## config.mk

```make
export PLATFORM = sky130hd
export DESIGN_NAME = msi_cpu_controller
export DESIGN_NICKNAME = d
export VERILOG_FILES = /design/src/rtl/msi_pkg.sv /design/src/rtl/msi_cpu_controller.sv
export SDC_FILE = /design/constraint.sdc
export NUM_CORES = 1
export LEC_CHECK = 0
export CAP_MARGIN = 10
export CORE_UTILIZATION = 30
export CTS_CLUSTER_SIZE = 10
export DETAILED_ROUTE_END_ITERATION = 10
export HOLD_SLACK_MARGIN = 0.12
export PLACE_DENSITY = 0.89
export SLEW_MARGIN = 10
export SYNTH_ARGS = -nofsm -noshare
export SYNTH_HDL_FRONTEND = slang
export SYNTH_SLANG_ARGS = --single-unit
```

## constraint.sdc

```tcl
create_clock -name clock -period 2.9 [get_ports clock]
set_input_delay 0.58 -clock clock [delete_from_list [all_inputs] [get_ports clock]]
set_output_delay 0.58 -clock clock [all_outputs]
set_load 0.02 [all_outputs]
```

## src/rtl/msi_pkg.sv

```systemverilog
// rtl/msi_pkg.sv - MSI line states, snoopy bus commands and CPU sequencer states
package msi_pkg;

  typedef enum logic [1:0] {
    INVALID  = 2'd0,
    SHARED   = 2'd1,
    MODIFIED = 2'd2
  } STATE_TYPE;

  // Five commands need three bits.
  typedef enum logic [2:0] {
    BUS_NONE           = 3'd0,
    BUS_READ           = 3'd1,
    BUS_READ_EXCLUSIVE = 3'd2,
    BUS_INVALIDATE     = 3'd3,
    BUS_WRITEBACK      = 3'd4
  } BusCommand;

  typedef enum logic [2:0] {
    IDLE       = 3'd0,
    ARBITRATE  = 3'd1,
    WRITEBACK  = 3'd2,
    FILL       = 3'd3,
    INVALIDATE = 3'd4,
    UPDATE     = 3'd5
  } ctrl_state_t;

endpackage

```

## src/rtl/msi_cpu_controller.sv

```systemverilog
// rtl/msi_cpu_controller.sv - CPU-side MSI sequencer: hits, victim write-back, fill, upgrade
import msi_pkg::*;

module msi_cpu_controller #(
  parameter int TAG_WIDTH    = 8,
  parameter int INDEX_WIDTH  = 4,
  parameter int OFFSET_WIDTH = 4,
  parameter int DATA_WIDTH   = 16,
  localparam int ADDRESS_WIDTH = TAG_WIDTH + INDEX_WIDTH + OFFSET_WIDTH
) (
  input  logic                     clock,
  input  logic                     reset,
  input  logic [ADDRESS_WIDTH-1:0] cpuAddress,
  input  logic                     cpuRead,
  input  logic                     cpuWrite,
  input  logic [DATA_WIDTH-1:0]    cpuDataIn,
  output logic [DATA_WIDTH-1:0]    cpuDataOut,
  output logic                     cpuFunctionComplete,
  output logic [INDEX_WIDTH-1:0]   cacheIndex,
  output logic [OFFSET_WIDTH-1:0]  cacheOffset,
  output logic [TAG_WIDTH-1:0]     cacheTagOut,
  input  logic [TAG_WIDTH-1:0]     cacheTagIn,
  input  logic [1:0]               cacheStateIn,
  output logic [1:0]               cacheStateOut,
  input  logic                     cacheHit,
  input  logic [DATA_WIDTH-1:0]    cacheDataIn,
  output logic [DATA_WIDTH-1:0]    cacheDataOut,
  output logic                     cacheWriteTag,
  output logic                     cacheWriteState,
  output logic                     cacheWriteData,
  output logic                     busRequest,
  input  logic                     busGrant,
  output BusCommand                busCommand,
  output logic [ADDRESS_WIDTH-1:0] busAddress,
  output logic [DATA_WIDTH-1:0]    busDataOut,
  input  logic [DATA_WIDTH-1:0]    busDataIn,
  output logic                     busRead,
  output logic                     busWrite,
  input  logic                     busFunctionComplete
);

  logic [TAG_WIDTH-1:0]    cpu_tag;
  logic [INDEX_WIDTH-1:0]  cpu_index;
  logic [OFFSET_WIDTH-1:0] cpu_offset;
  ctrl_state_t             state, next_state;
  logic [OFFSET_WIDTH-1:0] count;
  logic                    last_word;
  logic                    word_done;

  assign {cpu_tag, cpu_index, cpu_offset} = cpuAddress;
  assign last_word = (count == {OFFSET_WIDTH{1'b1}});
  assign word_done = busFunctionComplete && (state == WRITEBACK || state == FILL);

  // The word counter restarts on every state change, so the fill after a write-back starts at 0.
  always_ff @(posedge clock or posedge reset) begin
    if (reset) begin
      state <= IDLE;
      count <= '0;
    end else begin
      state <= next_state;
      if (next_state != state)
        count <= '0;
      else if (word_done)
        count <= count + 1'b1;
    end
  end

  always_comb begin
    next_state          = state;
    cpuDataOut          = '0;
    cpuFunctionComplete = 1'b0;
    cacheIndex          = '0;
    cacheOffset         = '0;
    cacheTagOut         = '0;
    cacheStateOut       = INVALID;
    cacheDataOut        = '0;
    cacheWriteTag       = 1'b0;
    cacheWriteState     = 1'b0;
    cacheWriteData      = 1'b0;
    busRequest          = 1'b0;
    busCommand          = BUS_NONE;
    busAddress          = '0;
    busDataOut          = '0;
    busRead             = 1'b0;
    busWrite            = 1'b0;
    // Outputs are combinational, so reset must force them low even while a request is held.
    if (!reset) begin
      cacheIndex  = cpu_index;
      cacheOffset = cpu_offset;
      cacheTagOut = cpu_tag;
      unique case (state)
        IDLE: begin
          if (cpuRead && cacheHit) begin
            cpuDataOut          = cacheDataIn;
            cpuFunctionComplete = 1'b1;
          end else if (cpuWrite && cacheHit && cacheStateIn == MODIFIED) begin
            cacheWriteData      = 1'b1;
            cacheDataOut        = cpuDataIn;
            cpuFunctionComplete = 1'b1;
          end else if (cpuRead || cpuWrite) begin
            next_state = ARBITRATE;
          end
        end
        ARBITRATE: begin
          busRequest = 1'b1;
          // The snooper may have invalidated the line while we waited for the grant.
          if (busGrant) begin
            if (cpuWrite && cacheHit && cacheStateIn == SHARED)
              next_state = INVALIDATE;
            else if (!cacheHit && cacheStateIn == MODIFIED)
              next_state = WRITEBACK;
            else
              next_state = FILL;
          end
        end
        WRITEBACK: begin
          busRequest  = 1'b1;
          busCommand  = BUS_WRITEBACK;
          cacheOffset = count;
          busAddress  = {cacheTagIn, cpu_index, count};
          busDataOut  = cacheDataIn;
          busWrite    = 1'b1;
          if (busFunctionComplete && last_word)
            next_state = FILL;
        end
        FILL: begin
          busRequest  = 1'b1;
          busCommand  = cpuWrite ? BUS_READ_EXCLUSIVE : BUS_READ;
          cacheOffset = count;
          busAddress  = {cpu_tag, cpu_index, count};
          busRead     = 1'b1;
          if (busFunctionComplete) begin
            cacheWriteData = 1'b1;
            cacheDataOut   = busDataIn;
            if (last_word)
              next_state = UPDATE;
          end
        end
        INVALIDATE: begin
          busRequest = 1'b1;
          busCommand = BUS_INVALIDATE;
          busAddress = cpuAddress;
          next_state = UPDATE;
        end
        UPDATE: begin
          cacheWriteTag   = 1'b1;
          cacheWriteState = 1'b1;
          cacheStateOut   = cpuWrite ? MODIFIED : SHARED;
          next_state      = IDLE;
        end
        default: next_state = IDLE;
      endcase
    end
  end

endmodule

```

==> flow_metrics.tcl, run 1 <==
set metrics [dict create \
    run_status "finished, final reports clean" \
    total_leakage_power_nw 1.841 \
    gpl.final_weighted_congestion 0.9004 \
    instances_no_fill 485 \
    regToRegSetupSlack_ns 0.99 \
    clock_period_minus_final_worst_setup_slack_ns 2.816 \
    wirelength_mm 6.814 \
    timing.critical_path.max_delay_family "buffers and inverters" \
    vdd_drop_max_mv 0.2695 \
    post_drt_wl_per_cell_um 14.05 \
    worstSkewPairLatency_ns 0.22 \
    arrival_ns 2.24 \
    cp_slowest_stage_delay_ns 0.60 \
    dieWidth_um 71.89 \
    cts-buffers-inserted 3 \
    final.setup_skew_ns 0.002519 \
    synthToLayoutAreaGrowth_pct 135.8 \
    p_int_uw 631.9 \
    proportion_of_synthesized_chip_area_in_sequential_cells_pct 11.96 \
    setup_viols_final 0 \
    timing_max_transition_violations_final 0 \
    layout_cell_share_with_drive_strength_beyond_1_pct 13.40 \
    clock_tree.buffer_depth 2 \
    initial_core_util_pct 31.02 \
    power.net_switching_uw 469.9 \
    slew_of_the_pin_with_the_lowest_slew_margin_ns 0.3380 \
    drt-vias-per-instance 4.849 \
    path_max_fanout 33 \
    crit_path_start "reset" \
    powerDensity_nw_per_um2 318.9 \
    netlist_instances 233 \
    swShare_pct 42.65 \
    grt_first_pass_wirelength_mm 10.02 \
    synthesis.area_um2 1465 \
    synthTopCellsByCount "sky130_fd_sc_hd__nor2_1 (43), sky130_fd_sc_hd__and2_1 (40), sky130_fd_sc_hd__a21oi_1 (23)" \
    seq_power_share_pct 14.3 \
    combinationalPowerShare_pct 73.8 \
    length_of_the_first_detailed_routing_pass_in_iterations 4 \
    synthDistinctLibCells 33 \
    grt-ovfl-total 0 \
    end_point_of_the_critical_path "busAddress[6]" \
    yosys-top-cells-area "sky130_fd_sc_hd__and2_1 (17%), sky130_fd_sc_hd__dfrtp_1 (12%), sky130_fd_sc_hd__nor2_1 (11%)" \
    crit_buf_inv 3 \
    detailroute.via_count 2352 \
    holdCritPathClass "flip-flop to flip-flop" \
    ys_seq_elements 7 \
    cts_tree "yes" \
    initial_antenna_violation_count 0 \
    clock-root-buffer "sky130_fd_sc_hd__clkbuf_8" \
    synth_top_area_share_pct 17.08 \
    fmax_ghz 0.3551 \
    synthesis.nets 315 \
    design.portCount 173 \
    port_buffers 172 \
    die_height_um 71.89 \
    cts_h_tree_lvls 1 \
    timing.slew.headroom_pct 76.82 \
    power.total_mw 1.102 \
    clk_pin_slew_worst_paths_ns 0.04 \
    synth_flop_cell "sky130_fd_sc_hd__dfrtp_1" \
    cts-hold-fix-buffers 0 \
    max-cap-violations 0 \
    critical_path_class "primary input to output port" \
    core_um2 4723 \
    synth.most_common_cell "sky130_fd_sc_hd__nor2_1" \
    post-route-drc-count 0 \
    path_cells "clkdlybuf4s50_1 -> buf_6 -> a21oi_2 -> and2_1 -> clkdlybuf4s50_1" \
    period_share_pct 97.11 \
    ys_async_sr_fraction_pct 100.0 \
    number_of_global_route_vias_before_repair 2185 \
    placed_cells_incl_taps 480 \
    critical_path.reg2reg.startpoint "state[2]" \
    synth_top_area_cell "sky130_fd_sc_hd__and2_1" \
    die_area_um2 5167 \
    crit-reg2reg-capture "count[2]" \
    std_cell_rows 25 \
    first_iter_violations 92 \
    detail-route-antenna-nets 0 \
    setup.worst_path.end_class "output port" \
    synth-edff-count 0 \
    instance_count_on_the_critical_path 5 \
    report.final.hold_viol_count 0 \
    cpMostUsedCell "sky130_fd_sc_hd__clkdlybuf4s50_1" \
    worst_ep_required_time_ns 2.32 \
    cts.sink_count 7 \
    r2r_cells 6 \
    syn_avg_cell_area_um2 6.288 \
    nets 501 \
    kind_of_launch_point_of_the_worst_setup_path "primary input" \
    synthesis.yosys.warnings 0 \
    insertedDiodeCount 0 \
    grt_max_degree 34 \
    cp_slowest_cell "sky130_fd_sc_hd__clkdlybuf4s50_1" \
    dp_hpwl_mm 5.504 \
    power.share.clock_pct 12.0 \
    globalRouteTotalUtil_pct 24.17 \
]
-- final cells by class --
class	instances	area, µm²
multi-input cells	204	1215
fillers	381	1269
well taps	67	83.83
flip-flops and latches	7	175.2
repair buffers	199	1921
inverters	4	15.01
clock buffers	4	45.04
-- how the worst min path moves through the flow --
stage | from | endpoint | cells after the start
2_1_floorplan | reset | count[0] | 1
3_3_place_gp | count[3] | count[3] | 2
3_5_place_dp | count[3] | count[3] | 2
4_1_cts | count[3] | count[3] | 2
5_1_grt | count[3] | count[3] | 2
6_report | count[3] | count[3] | 2
-- placed cells by master (no fill, tap or decap), types with 2 or more instances in the layout --
| cell type | n |
|---|---|
| sky130_fd_sc_hd__a21oi_1 | 22 |
| sky130_fd_sc_hd__a22oi_1 | 16 |
| sky130_fd_sc_hd__and2_1 | 40 |
| sky130_fd_sc_hd__buf_12 | 4 |
| sky130_fd_sc_hd__buf_2 | 9 |
| sky130_fd_sc_hd__buf_4 | 22 |
| sky130_fd_sc_hd__clkbuf_2 | 8 |
| sky130_fd_sc_hd__clkbuf_8 | 3 |
| sky130_fd_sc_hd__clkdlybuf4s50_1 | 114 |
| sky130_fd_sc_hd__dfrtp_1 | 7 |
| sky130_fd_sc_hd__dlygate4sd2_1 | 20 |
| sky130_fd_sc_hd__dlymetal6s2s_1 | 21 |
| sky130_fd_sc_hd__inv_1 | 4 |
| sky130_fd_sc_hd__mux2i_1 | 10 |
| sky130_fd_sc_hd__nand2_1 | 18 |
| sky130_fd_sc_hd__nand3_1 | 4 |
| sky130_fd_sc_hd__nand4b_1 | 2 |
| sky130_fd_sc_hd__nor2_1 | 42 |
| sky130_fd_sc_hd__nor2_2 | 3 |
| sky130_fd_sc_hd__nor2b_1 | 15 |
| sky130_fd_sc_hd__nor3_1 | 5 |
| sky130_fd_sc_hd__o21ai_0 | 7 |
| sky130_fd_sc_hd__xor2_1 | 2 |
-- repair_timing --
| item | 4_1_cts | 5_1_grt |
|---|---|---|
| pin swaps | 0 | 1 |
| endpoints found under the setup margin | 44 | 49 |
| endpoints found under the hold margin | 0 | 0 |
| buffers inserted | 0 | 1 |
| gates resized for setup | 64 | 43 |
-- logic make-up (layout without fill, tap and decap cells) --
logic type	Yosys count	in the layout	synth area share, %
AO/OA/AOI/OAI	51	51	21.61
multiplexers	10	10	6.832
XOR/XNOR	3	3	1.794
buffers and inverters	22	207	6.917
AND/OR/NAND/NOR	139	139	50.04
flip-flops	7	7	11.96
adder cells (fa/ha/maj)	1	1	0.8538
-- worst reg2reg max path, cell delays in order (launching register included) --
cell and delay (ns):
sky130_fd_sc_hd__dfrtp_1 0.48, sky130_fd_sc_hd__a2111oi_4 0.39, sky130_fd_sc_hd__buf_4 0.17, sky130_fd_sc_hd__o211ai_1 0.12
sky130_fd_sc_hd__nand4_1 0.14, sky130_fd_sc_hd__mux2i_1 0.35, sky130_fd_sc_hd__nor3_1 0.12
-- registers in the layout, indices dropped and copies added, names as in the netlist --
register and cells:
count 4, state 3
-- power groups by stage --
stage	registers [mW]	clock network [mW]	logic, mW
after floorplan	0.142	0	0.424
after global placement	0.154	0	0.816
after detailed placement	0.155	0	0.832
after CTS	0.154	0.136	0.827
after global routing	0.160	0.145	0.873
final	0.157	0.132	0.813
-- stage by stage --
step / utilization (%) / cell area [µm²] / setup slack, ns / TNS (ns) / hold WS, ns
CTS: 73.43 / 3468 / 0.001206 / 0 / 0.5970
finish: 73.14 / 3455 / 0.08390 / 0 / 0.6026
detailed placement: 72.61 / 3430 / -0.3195 / -6.289 / 0.5850
floorplan: - / 1465 / 0.2832 / 0 / 0.4055
global placement: 72.61 / 3430 / -0.2578 / -4.977 / 0.5771
global route: 73.14 / 3455 / -0.003684 / -0.005208 / 0.6137
-- layer usage --
metal	GRT usage, %	share of wire [%]
met2	45.91	51
met1	27.94	41
met4	1.961	0.28
met5	0	0
met3	6.470	8.0
Power figures use the tool's default switching activity.
==> inputs of run 2 (changes only) <==
--- a/config.mk
+++ b/config.mk
@@ -11,7 +11,7 @@
 export DETAILED_ROUTE_END_ITERATION = 10
 export HOLD_SLACK_MARGIN = 0.12
 export PLACE_DENSITY = 0.89
-export SLEW_MARGIN = 10
+export SLEW_MARGIN = 20
 export SYNTH_ARGS = -nofsm -noshare
 export SYNTH_HDL_FRONTEND = slang
 export SYNTH_SLANG_ARGS = --single-unit
==> results of run 2 <==
Final layout, timing and power as in run 1 (identical DEF).
==> inputs of run 3 (changes only) <==
--- a/config.mk
+++ b/config.mk
@@ -6,11 +6,13 @@
 export NUM_CORES = 1
 export LEC_CHECK = 0
 export CAP_MARGIN = 10
+export CORE_MARGIN = 1.5
 export CORE_UTILIZATION = 30
 export CTS_CLUSTER_SIZE = 10
 export DETAILED_ROUTE_END_ITERATION = 10
 export HOLD_SLACK_MARGIN = 0.12
 export PLACE_DENSITY = 0.89
+export SKIP_CTS_REPAIR_TIMING = 1
 export SLEW_MARGIN = 20
 export SYNTH_ARGS = -nofsm -noshare
 export SYNTH_HDL_FRONTEND = slang
==> flow_metrics.tcl, run 3 (synthesis gave the netlist of run 1 again) <==
set metrics [dict create \
    number_of_global_route_vias_before_repair 2206 \
    total_leakage_power_nw 2.399 \
    die_area_um2 5312 \
    initial_core_util_pct 31.02 \
    grt_first_pass_wirelength_mm 10.24 \
    n_fill_cell 340 \
    finalHoldWorstSlack_ns 0.6030 \
    cts-buffers-inserted 3 \
    wirelength_mm 7.233 \
    powerDensity_nw_per_um2 308.2 \
    clk_pin_slew_worst_paths_ns 0.04 \
    holdCritPathClass "flip-flop to flip-flop" \
    port_buffers 172 \
    clock_tree.buffer_depth 2 \
    cts_tree "yes" \
    kind_of_launch_point_of_the_worst_setup_path "flip-flop" \
    arrival_ns 2.26 \
    place_ws_ns -0.3855 \
    gpl.final_weighted_congestion 0.8570 \
    drt-vias-per-instance 4.870 \
    worstSkewPairLatency_ns 0.22 \
    layout_cell_share_with_drive_strength_beyond_1_pct 9.353 \
    timing.slew.headroom_pct 74.60 \
    grt_max_degree 25 \
    timing.critical_path.max_delay_family "simple AND/OR/NAND/NOR gates" \
    cts.sink_count 7 \
    grt_setup_unrepaired "true" \
    path_max_fanout 13 \
    first_iter_violations 101 \
    insertedDiodeCount 0 \
    globalRouteTotalUtil_pct 23.85 \
    cp_slowest_cell "sky130_fd_sc_hd__clkdlybuf4s50_1" \
    worst_ep_required_time_ns 2.32 \
    detail-route-antenna-nets 0 \
    report.final.hold_viol_count 0 \
    largest_reg_flops 4 \
    path_cells "nor2_2 -> and2_2 -> nand2_1 -> a21oi_1 -> clkdlybuf4s50_1" \
    clock_period_minus_final_worst_setup_slack_ns 2.839 \
    initial_antenna_violation_count 0 \
    max-cap-violations 0 \
    nets 500 \
    timing_max_transition_violations_final 0 \
    setup.worst_path.end_class "output port" \
    most_common_cell_after_layout_fill_and_taps_aside "sky130_fd_sc_hd__clkdlybuf4s50_1" \
    period_share_pct 97.91 \
    cp_slowest_stage_delay_ns 0.62 \
    vdd_drop_max_mv 0.3457 \
    dieWidth_um 72.89 \
    regMostFlops "count" \
    crit_buf_inv 1 \
    dp_hpwl_mm 5.719 \
    setup_viols_final 0 \
    totalNegativeSetupSlack_ns 0 \
    mostFrequentLayoutCells "sky130_fd_sc_hd__clkdlybuf4s50_1 (111), sky130_fd_sc_hd__dlymetal6s2s_1 (60), sky130_fd_sc_hd__nor2_1 (42)" \
    critical_path_class "flip-flop to output port" \
    slew_of_the_pin_with_the_lowest_slew_margin_ns 0.3705 \
    top_regs "count (4), state (3)" \
    detailroute.via_count 2357 \
    cts_h_tree_lvls 1 \
    grt-ovfl-total 0 \
    run_status "finished, final reports clean" \
    worst_slack_ns 0.06054 \
    post-route-drc-count 0 \
    core_um2 4723 \
    std_cell_rows 25 \
    fmax_ghz 0.3522 \
    length_of_the_first_detailed_routing_pass_in_iterations 5 \
    design.portCount 173 \
    final.setup_skew_ns 0.004996 \
    synthToLayoutAreaGrowth_pct 147.1 \
    clock-root-buffer "sky130_fd_sc_hd__clkbuf_8" \
    post_drt_wl_per_cell_um 14.94 \
    die_height_um 72.89 \
]
==> run 3: cell count changes in the layout (fill, tap and decap cells not counted) <==
| cell | delta |
|---|---|
| sky130_fd_sc_hd__nand2b_2 | -1 |
| sky130_fd_sc_hd__nand2b_1 | +1 |
| sky130_fd_sc_hd__buf_6 | -1 |
| sky130_fd_sc_hd__dlymetal6s2s_1 | +39 |
| sky130_fd_sc_hd__buf_2 | -9 |
| sky130_fd_sc_hd__buf_12 | -2 |
| sky130_fd_sc_hd__and2_2 | +1 |
| sky130_fd_sc_hd__dlygate4sd2_1 | -20 |
| sky130_fd_sc_hd__buf_4 | +2 |
| sky130_fd_sc_hd__clkbuf_2 | -7 |
| sky130_fd_sc_hd__clkdlybuf4s50_1 | -3 |
| sky130_fd_sc_hd__and2_1 | -1 |
==> run 3: final cells by class <==
class,instances,area [µm²],area share [%]
inverter,4,15.01,0.4148
clock buffer,4,45.04,1.244
sequential,7,175.2,4.839
tap,67,83.83,2.316
timing repair buffer,198,2087,57.66
multi-input combinational,204,1214,33.53
==> run 3: power by group <==
group	total [mW]	switching (mW)	internal [mW]
clock	0.136	0.0414	0.0951
combinational	0.817	0.393	0.424
sequential	0.163	0.0394	0.123
total	1.12	0.473	0.642
==> run 3: per-stage QoR <==
| step | power (mW) | instance area, µm² | std cells | utilization [%] |
|---|---|---|---|---|
| global route | 1.185 | 3620 | 484 | 76.64 |
| floorplan | 0.5666 | 1465 | 233 | - |
| detailed placement | 0.9812 | 3405 | 480 | 72.08 |
| finish | 1.116 | 3620 | 484 | 76.64 |
| global placement | 0.9652 | 3405 | 480 | 72.08 |
| CTS | 1.126 | 3450 | 484 | 73.03 |
==> run 3: layer usage <==
metal	part of all wire [%]	GRT usage [%]
met4	0.57	2.516
met5	0	0
met3	8.5	6.630
met1	38	27.54
met2	53	44.85
==> run 3: final timing paths <==
kind / startpoint / endpoint / slack, ns / cells after the start
worst min-delay path: count[3] / count[3] / 0.60 / 2
worst min register to register: count[3] / count[3] / 0.60 / 2
worst max-delay path: state[0] / busAddress[3] / 0.06 / 5
worst max register to register: state[0] / count[3] / 1.05 / 5
min in group asynchronous: reset / state[1] / 0.80 / 3
max in group asynchronous: reset / count[3] / 1.99 / 3
==> run 3: tightest hold or removal path: cells and delay by family (launching register included) <==
kind / cells / cell delay, ns
DFF: 1 / 0.38
xor gates and xnor gates: 1 / 0.13
and+or+nand+nor: 1 / 0.05
